<file path="src/rtl/cpu_pkg.sv">
// Shared definitions for the LEGv8 pipeline: constants and pipeline register payloads.
package cpu_pkg;

  localparam int unsigned PC_W_DEF    = 64;
  localparam int unsigned INSTR_W_DEF = 32;

  localparam logic [31:0] BUBBLE_INSTR = 32'hD503201F;
  localparam logic [63:0] PC_INC       = 64'd4;

  typedef struct packed {
    logic                   valid;
    logic [INSTR_W_DEF-1:0] instr;
    logic [PC_W_DEF-1:0]    pc;
    logic [PC_W_DEF-1:0]    pc_plus4;
  } ifid_t;

  // Bubble contents: invalid slot carrying a NOP so decode sees a harmless instruction.
  localparam ifid_t IFID_BUBBLE = '{
    valid:    1'b0,
    instr:    BUBBLE_INSTR,
    pc:       '0,
    pc_plus4: '0
  };

endpackage

</file>
<file path="src/rtl/ifid_reg.sv">
// Generic pipeline register: clear wins over enable; clear and reset load the bubble value.
module ifid_reg
  import cpu_pkg::*;
#(
  parameter type T       = ifid_t,
  parameter T    RST_VAL = IFID_BUBBLE
) (
  input  logic clk,
  input  logic rst,
  input  logic en,
  input  logic clr,
  input  T     d,
  output T     q
);

  T q_q;

  always_ff @(posedge clk) begin
    if (rst || clr) begin
      q_q <= RST_VAL;
    end else if (en) begin
      q_q <= d;
    end
  end

  assign q = q_q;

endmodule

</file>
<file path="src/rtl/if_stage.sv">
// Instruction fetch: PC register, next-PC select and the IF/ID pipeline register.
module if_stage
  import cpu_pkg::*;
#(
  parameter int unsigned     PC_W     = PC_W_DEF,
  parameter int unsigned     INSTR_W  = INSTR_W_DEF,
  parameter logic [PC_W-1:0] RESET_PC = '0
) (
  input  logic               clk,
  input  logic               rst,
  input  logic               stall,
  input  logic               flush,
  input  logic               redirect,
  input  logic [PC_W-1:0]    redirect_pc,
  output logic [PC_W-1:0]    imem_addr,
  input  logic [INSTR_W-1:0] imem_instr,
  output logic [PC_W-1:0]    pc,
  output logic               ifid_valid,
  output logic [INSTR_W-1:0] ifid_instr,
  output logic [PC_W-1:0]    ifid_pc,
  output logic [PC_W-1:0]    ifid_pc_plus4,
  output logic [31:0]        fetch_count
);

  logic [PC_W-1:0] pc_q, pc_d, pc_plus4;
  logic [31:0]     fetch_count_q, fetch_count_d;
  logic            squash, load;
  ifid_t           ifid_d, ifid_q;

  assign pc_plus4 = pc_q + PC_INC[PC_W-1:0];
  assign squash   = redirect | flush;
  assign load     = ~squash & ~stall;

  // Redirect targets are word-aligned by force; a redirect overrides a stall.
  always_comb begin
    pc_d = pc_q;
    if (redirect) begin
      pc_d = {redirect_pc[PC_W-1:2], 2'b00};
    end else if (!stall) begin
      pc_d = pc_plus4;
    end
  end

  always_ff @(posedge clk) begin
    if (rst) begin
      pc_q <= RESET_PC;
    end else begin
      pc_q <= pc_d;
    end
  end

  always_comb begin
    ifid_d.valid    = 1'b1;
    ifid_d.instr    = imem_instr;
    ifid_d.pc       = pc_q;
    ifid_d.pc_plus4 = pc_plus4;
  end

  ifid_reg #(
    .T       (ifid_t),
    .RST_VAL (IFID_BUBBLE)
  ) u_ifid_reg (
    .clk (clk),
    .rst (rst),
    .en  (~stall),
    .clr (squash),
    .d   (ifid_d),
    .q   (ifid_q)
  );

  assign fetch_count_d = load ? fetch_count_q + 32'd1 : fetch_count_q;

  always_ff @(posedge clk) begin
    if (rst) begin
      fetch_count_q <= '0;
    end else begin
      fetch_count_q <= fetch_count_d;
    end
  end

  assign imem_addr     = pc_q;
  assign pc            = pc_q;
  assign ifid_valid    = ifid_q.valid;
  assign ifid_instr    = ifid_q.instr;
  assign ifid_pc       = ifid_q.pc;
  assign ifid_pc_plus4 = ifid_q.pc_plus4;
  assign fetch_count   = fetch_count_q;

endmodule

</file>
<file path="config.mk">
export PLATFORM = sky130hd
export DESIGN_NAME = if_stage
export DESIGN_NICKNAME = d
export VERILOG_FILES = /design/src/rtl/cpu_pkg.sv /design/src/rtl/ifid_reg.sv /design/src/rtl/if_stage.sv
export SDC_FILE = /design/constraint.sdc
export NUM_CORES = 1
export LEC_CHECK = 0
export BUFFER_PORTS_ARGS = -buffer_cell sky130_fd_sc_hd__clkbuf_2
export CORE_UTILIZATION = 40
export DETAILED_ROUTE_END_ITERATION = 8
export PLACE_DENSITY = 0.77
export SLEW_MARGIN = 25
export SYNTH_ARGS = -nofsm -noshare
export SYNTH_HDL_FRONTEND = slang
export SYNTH_SLANG_ARGS = --single-unit
export TNS_END_PERCENT = 5
</file>
<file path="constraint.sdc">
create_clock -name clk -period 3.4 [get_ports clk]
set_input_delay 1.02 -clock clk [delete_from_list [all_inputs] [get_ports clk]]
set_output_delay 1.02 -clock clk [all_outputs]
set_load 0.02 [all_outputs]
</file>
# [Yosys cells after proc, flatten, opt, wreduce, memory -nomap -nowiden]
# Index checks and enable logic that the tools add are counted.
[classes] addsub=2 eq_ne=1 n_bitwise=4 muxes=2 n_reduce_logical=2
[ops] operator="64-bit 2-to-1 mux" n=2
[ops] operator="64-bit by 3-bit adder with 64-bit output (second input constant)" n=1
[ops] operator="32-bit by 1-bit adder with 32-bit output (second input constant)" n=1
[ops] operator="2-bit by 1-bit != test with 1-bit output (second input constant)" n=1
[ops] operator="1-bit inverter" n=2
[ops] operator="2-bit OR reduction" n=1
[ops] operator="1-bit AND" n=1
[ops] operator="1-bit logical OR" n=1
[ops] operator="1-bit OR" n=1
[word_totals] output_inout_bits=321 regBits=257

# [Depth between registers and ports, before layout]
[logic_depth] word_depth=3 depth_mapped=9

# [By module]
# Synthesis repeated with hierarchy kept, for this count alone.
[unflattened] cells_unflattened=1373 area_unflattened_um2=12425.7
[modules_own_cells] mod="if_stage" area_per_inst_um2=6633.9 cells_per_inst=852 instances=1 seq_area_each_um2=1881.8
[modules_own_cells] mod="ifid_reg" area_per_inst_um2=5791.8 cells_per_inst=521 instances=1 seq_area_each_um2=3223.1

# [Worst setup path before layout]
# OpenSTA, ideal clock, no wires.
[synth_timing] path_kind="input to register" start="input stall" end="register fetch_count_q[30] (netlist: fetch_count[30])" t_required_ns=3.272 arrival_ns=3.050 setup_time_ns=0.128 path_buffers=2 setup_slack_ns=0.222 path_stages=8 path_cell_list="clkbuf_1 > nor3_1 > nand3_1 > or3_1 > clkbuf_1 > or3b_2 > xor2_1 > nor2_1"
[synth_between] elab_chain_len=2
[synth_lines] item="start: declaration" line_no="if_stage.sv:11" text="input logic stall,"
[synth_lines] item="1-bit inverter"
[synth_lines] item="1-bit AND" line_no="if_stage.sv:32" text="assign load = ~squash & ~stall;"
[synth_lines] item="end signal: assignment" line_no="if_stage.sv:77" text="fetch_count_q <= fetch_count_d;"
[synth_lines] item="end: declaration" line_no="if_stage.sv:26" text="logic [31:0] fetch_count_q, fetch_count_d;"
# No other way between the ends.
# A chain may end at the register's enable or synchronous reset.

# [Worst setup path after layout]
[layout_timing] start="register pc_q[21] (netlist: imem_addr[21])" end="register pc_q[58] (netlist: imem_addr[58])"
[layout_between] elab_chain_len=3
[layout_lines] item="start: declaration" line_no="if_stage.sv:25" text="logic [PC_W-1:0] pc_q, pc_d, pc_plus4;"
[layout_lines] item="start signal: assignment" line_no="if_stage.sv:48" text="pc_q <= pc_d;"
[layout_lines] item="64-bit by 3-bit adder with 64-bit output" line_no="if_stage.sv:30" text="assign pc_plus4 = pc_q + PC_INC[PC_W-1:0];"
[layout_lines] item="64-bit 2-to-1 mux" line_no="if_stage.sv:39" text="end else if (!stall) begin"
[layout_lines] item="64-bit 2-to-1 mux" line_no="if_stage.sv:37" text="if (redirect) begin"
# No other way between the ends. The select of a mux whose other input is x is not followed.

==> flow_results.xml <==
<?xml version="1.0" encoding="UTF-8"?>
<metrics>
  <group name="status">
    <metric name="outcome" unit="">finished, final reports clean</metric>
  </group>
  <group name="route">
    <metric name="drt_drc_violations_left" unit="">0</metric>
    <metric name="wl_per_cell" unit="um">19.17</metric>
    <metric name="avgViaCountPerCell" unit="">5.418</metric>
    <metric name="totalWireLength" unit="um">40850</metric>
    <metric name="route.vias.total" unit="">11550</metric>
    <metric name="drtAntennaViolNets" unit="">0</metric>
    <metric name="drt_first_pass_iters" unit="">5</metric>
    <metric name="drtIter0Drc" unit="">968</metric>
  </group>
  <group name="placed_design">
    <metric name="portBuffers" unit="">411</metric>
    <metric name="numPlacedInstances" unit="">2077</metric>
    <metric name="place.detailed.hpwl" unit="um">29400</metric>
    <metric name="detailed_place.area" unit="mm^2">0.01389</metric>
    <metric name="place.gp.congestion" unit="">0.9120</metric>
  </group>
  <group name="global_route">
    <metric name="grt_pass1_wl" unit="um">61380</metric>
    <metric name="grt_overflow_total" unit="">0</metric>
    <metric name="antenna_found_initial" unit="">2</metric>
    <metric name="grt_pass1_vias" unit="">10780</metric>
    <metric name="grtUsageTotal" unit="">0.2562</metric>
    <metric name="pin_count_of_the_biggest_net_entering_global_routing" unit="">83</metric>
  </group>
  <group name="synth">
    <metric name="synth.cell_area" unit="mm^2">0.01188</metric>
    <metric name="synthesized_netlist_cell_count" unit="">1406</metric>
    <metric name="synth_warnings" unit="">0</metric>
    <metric name="dominantRegCellSynth" unit="">dfxtp_1</metric>
    <metric name="synth.yosys.seq_area_share" unit="">0.4231</metric>
    <metric name="number_of_enable_type_register_cells_in_the_synthesized_netlist" unit="">0</metric>
    <metric name="ys_ff_latch" unit="">251</metric>
    <metric name="syn-mean-instance-area" unit="um^2">8.446</metric>
    <metric name="post_synth_num_cell_types" unit="">47</metric>
    <metric name="async_s_r_ff_share_synth" unit="">0</metric>
  </group>
  <group name="layout">
    <metric name="syn_to_final_growth" unit="%">25.57</metric>
    <metric name="post_layout_nonfiller_instances" unit="">2131</metric>
    <metric name="layout.cells.most_common" unit="">clkbuf_2</metric>
    <metric name="stdcell_area" unit="mm^2">0.01491</metric>
    <metric name="regArea" unit="mm^2">0.005025</metric>
    <metric name="fillers" unit="">2740</metric>
    <metric name="most_used_cells_in_the_layout_excluding_fill_and_tap_cells" unit="">clkbuf_2, dfxtp_1, nor2_1, mux2i_1, nand2_1</metric>
    <metric name="final_layout_size_suffix_gt1_frac" unit="">0.3087</metric>
    <metric name="layout.nets" unit="">1827</metric>
    <metric name="multi_input_area" unit="mm^2">0.005836</metric>
  </group>
  <group name="setup_path">
    <metric name="timing.critical_path.from" unit="">imem_addr[21]</metric>
    <metric name="arrival" unit="ps">3530</metric>
    <metric name="required_time_at_the_endpoint_of_the_critical_path" unit="ps">3840</metric>
    <metric name="critPathCaptureType" unit="">flop</metric>
    <metric name="reg2reg_from" unit="">imem_addr[21]</metric>
    <metric name="worst-setup-path-type" unit="">reg2reg</metric>
    <metric name="critPathMaxFanout" unit="">11</metric>
    <metric name="setup.worst_path.start_class" unit="">flop</metric>
  </group>
  <group name="cts">
    <metric name="cts.clk_slew.worst_paths" unit="ps">70</metric>
    <metric name="post_cts.repair.setup_buffers" unit="">0</metric>
    <metric name="htreeDepth" unit="">1</metric>
    <metric name="cts.path.max_buffers" unit="">3</metric>
    <metric name="cts_buffers" unit="">28</metric>
    <metric name="tritoncts_clock_tree" unit="">yes</metric>
    <metric name="cts_hold_repair.buffers" unit="">0</metric>
    <metric name="worst_skew_late_latency" unit="ps">550</metric>
    <metric name="root_buffer" unit="">clkbuf_16</metric>
    <metric name="tritoncts_num_sinks" unit="">251</metric>
    <metric name="cells_resized_by_post_cts_repair" unit="">0</metric>
  </group>
  <group name="floorplanning">
    <metric name="floorplan.die.height" unit="um">174.3</metric>
    <metric name="core_outline_area" unit="mm^2">0.02894</metric>
    <metric name="die_width" unit="um">174.3</metric>
    <metric name="std_cell_rows" unit="">62</metric>
    <metric name="ports" unit="">422</metric>
    <metric name="fp.dieArea" unit="mm^2">0.03038</metric>
    <metric name="initial_core_util" unit="">0.4104</metric>
  </group>
  <group name="power">
    <metric name="design_power_total" unit="uW">7153</metric>
    <metric name="vdd.ir_drop.worst" unit="V">0.0003147</metric>
    <metric name="power.density" unit="mW/mm^2">479.7</metric>
    <metric name="p_leak" unit="uW">0.006394</metric>
  </group>
  <group name="min_path">
    <metric name="hold_start" unit="">u_ifid_reg.q[160]</metric>
    <metric name="hp-class" unit="">reg2reg</metric>
  </group>
  <group name="sta">
    <metric name="drv_slew" unit="">0</metric>
    <metric name="worst_margin_slew" unit="ps">983.5</metric>
    <metric name="setup_viol_count_final" unit="">0</metric>
    <metric name="worst_clock_skew" unit="ps">21.64</metric>
    <metric name="hold_viol_final" unit="">0</metric>
    <metric name="final.period_utilization" unit="">0.9080</metric>
    <metric name="fin_setup_tns" unit="ps">0</metric>
    <metric name="rsz_0062_raised_after_global_routing" unit="">false</metric>
    <metric name="minimum_clock_period_after_layout" unit="ps">3087</metric>
    <metric name="fmax" unit="GHz">0.3239</metric>
    <metric name="slew_headroom" unit="">0.3444</metric>
  </group>
  <group name="job">
    <metric name="drv.max_cap_violation_count" unit="">0</metric>
  </group>
</metrics>
## synth_stat cells, drive strengths merged, types with 2 or more instances
| library cell | number | area [um^2] |
|---|---|---|
| and4 | 7 | 61.31 |
| dfxtp | 251 | 5025 |
| nor3 | 56 | 295.3 |
| and3 | 8 | 50.05 |
| or4 | 8 | 63.81 |
| nand2 | 80 | 300.3 |
| xor2 | 53 | 464.2 |
| xnor2 | 68 | 595.6 |
| nor2 | 220 | 825.8 |
| inv | 17 | 63.81 |
| clkbuf | 87 | 329.1 |
| ha | 2 | 25.02 |
| and2 | 6 | 37.54 |
| buf | 100 | 658.1 |
| mux2i | 107 | 1071 |
| nand4 | 47 | 306.5 |
| or3 | 32 | 200.2 |
| o21ai | 66 | 330.3 |
| nor4 | 17 | 112.6 |
| o21a | 3 | 22.52 |
| a21oi | 78 | 390.4 |
| a311oi | 13 | 113.9 |
| nor4bb | 2 | 20.02 |
| nand2b | 3 | 18.77 |
| o21ba | 2 | 20.02 |
| nand3 | 29 | 145.1 |
| a211oi | 25 | 192.7 |
| a221oi | 2 | 17.52 |
| nor2b | 3 | 18.77 |
| or2 | 6 | 37.54 |
## power breakdown
part           internal [uW]  total, uW  leakage, uW  switching, uW
Sequential              3020       3140      0.00204            123
Clock                   1940       3200     0.000481           1260
Combinational            295        811      0.00387            516
Total                   5250       7150      0.00639           1900
## critical path: stages, from the launching register on
cell and delay [ps]:
dfxtp_1 610, nand4_1 270, nor4_1 600, nand4_1 640, nor3_1 460, xnor2_1 110, a211oi_1 280
## per-stage QoR
| stage | hold WS [ps] | util | setup WS (ps) |
|---|---|---|---|
| floorplan | 540.7 | - | 222.3 |
| CTS | 469.8 | 0.5143 | 394.8 |
| finish | 464.7 | 0.5154 | 312.8 |
| global route | 480.3 | 0.5153 | 85.89 |
| detailed placement | 461.3 | 0.4802 | 289.9 |
| global placement | 437.3 | 0.4802 | 324.8 |
## cells by family (layout without fill, tap and decap cells)
kind of cell             Yosys count  in the layout  share of synthesized area
AND/OR/NAND/NOR                  528            528                     0.2128
flip-flops                       251            251                     0.4231
buffers and inverters            204            537                    0.08851
AO/OA/AOI/OAI                    192            192                    0.09367
XOR/XNOR                         121            121                    0.08924
multiplexers                     107            107                    0.09019
adder cells (fa/ha/maj)            2              2                   0.002107
other                              1              9                  0.0003158
## metal layers
metal	share of wire	GRT usage	vias to the layer above	wire length, um
li1	-	-	5368	-
met1	0.39	0.3060	5422	15810
met2	0.48	0.4434	650	19660
met3	0.096	0.06584	103	3903
met4	0.035	0.08735	2	1450
met5	0.00042	0	-	17
## path summary, 6_finish.rpt
| path | to | slack (ps) | depth (start not counted) |
|---|---|---|---|
| setup / recovery | imem_addr[58] | 310 | 6 |
| hold / removal | u_ifid_reg.q[160] | 460 | 1 |
| setup reg to reg | imem_addr[58] | 310 | 6 |
| hold reg to reg | u_ifid_reg.q[160] | 460 | 1 |
## sequential cells by signal, summed over array words and instances, names as in the netlist
signal,flops
imem_addr,62
u_ifid_reg.q,157
fetch_count,32
## final cells by class
| cell class | instances | share of cell area |
|---|---|---|
| Multi-Input combinational cell | 958 | 0.3913 |
| Clock buffer | 38 | 0.05563 |
| Tap cell | 384 | 0.03222 |
| Inverter | 17 | 0.004447 |
| Antenna cell | 1 | 0.0001678 |
| Sequential cell | 251 | 0.3370 |
| Timing Repair Buffer | 468 | 0.1686 |
| Clock inverter | 14 | 0.01066 |
No activity file was read; power rests on OpenSTA's default activity.
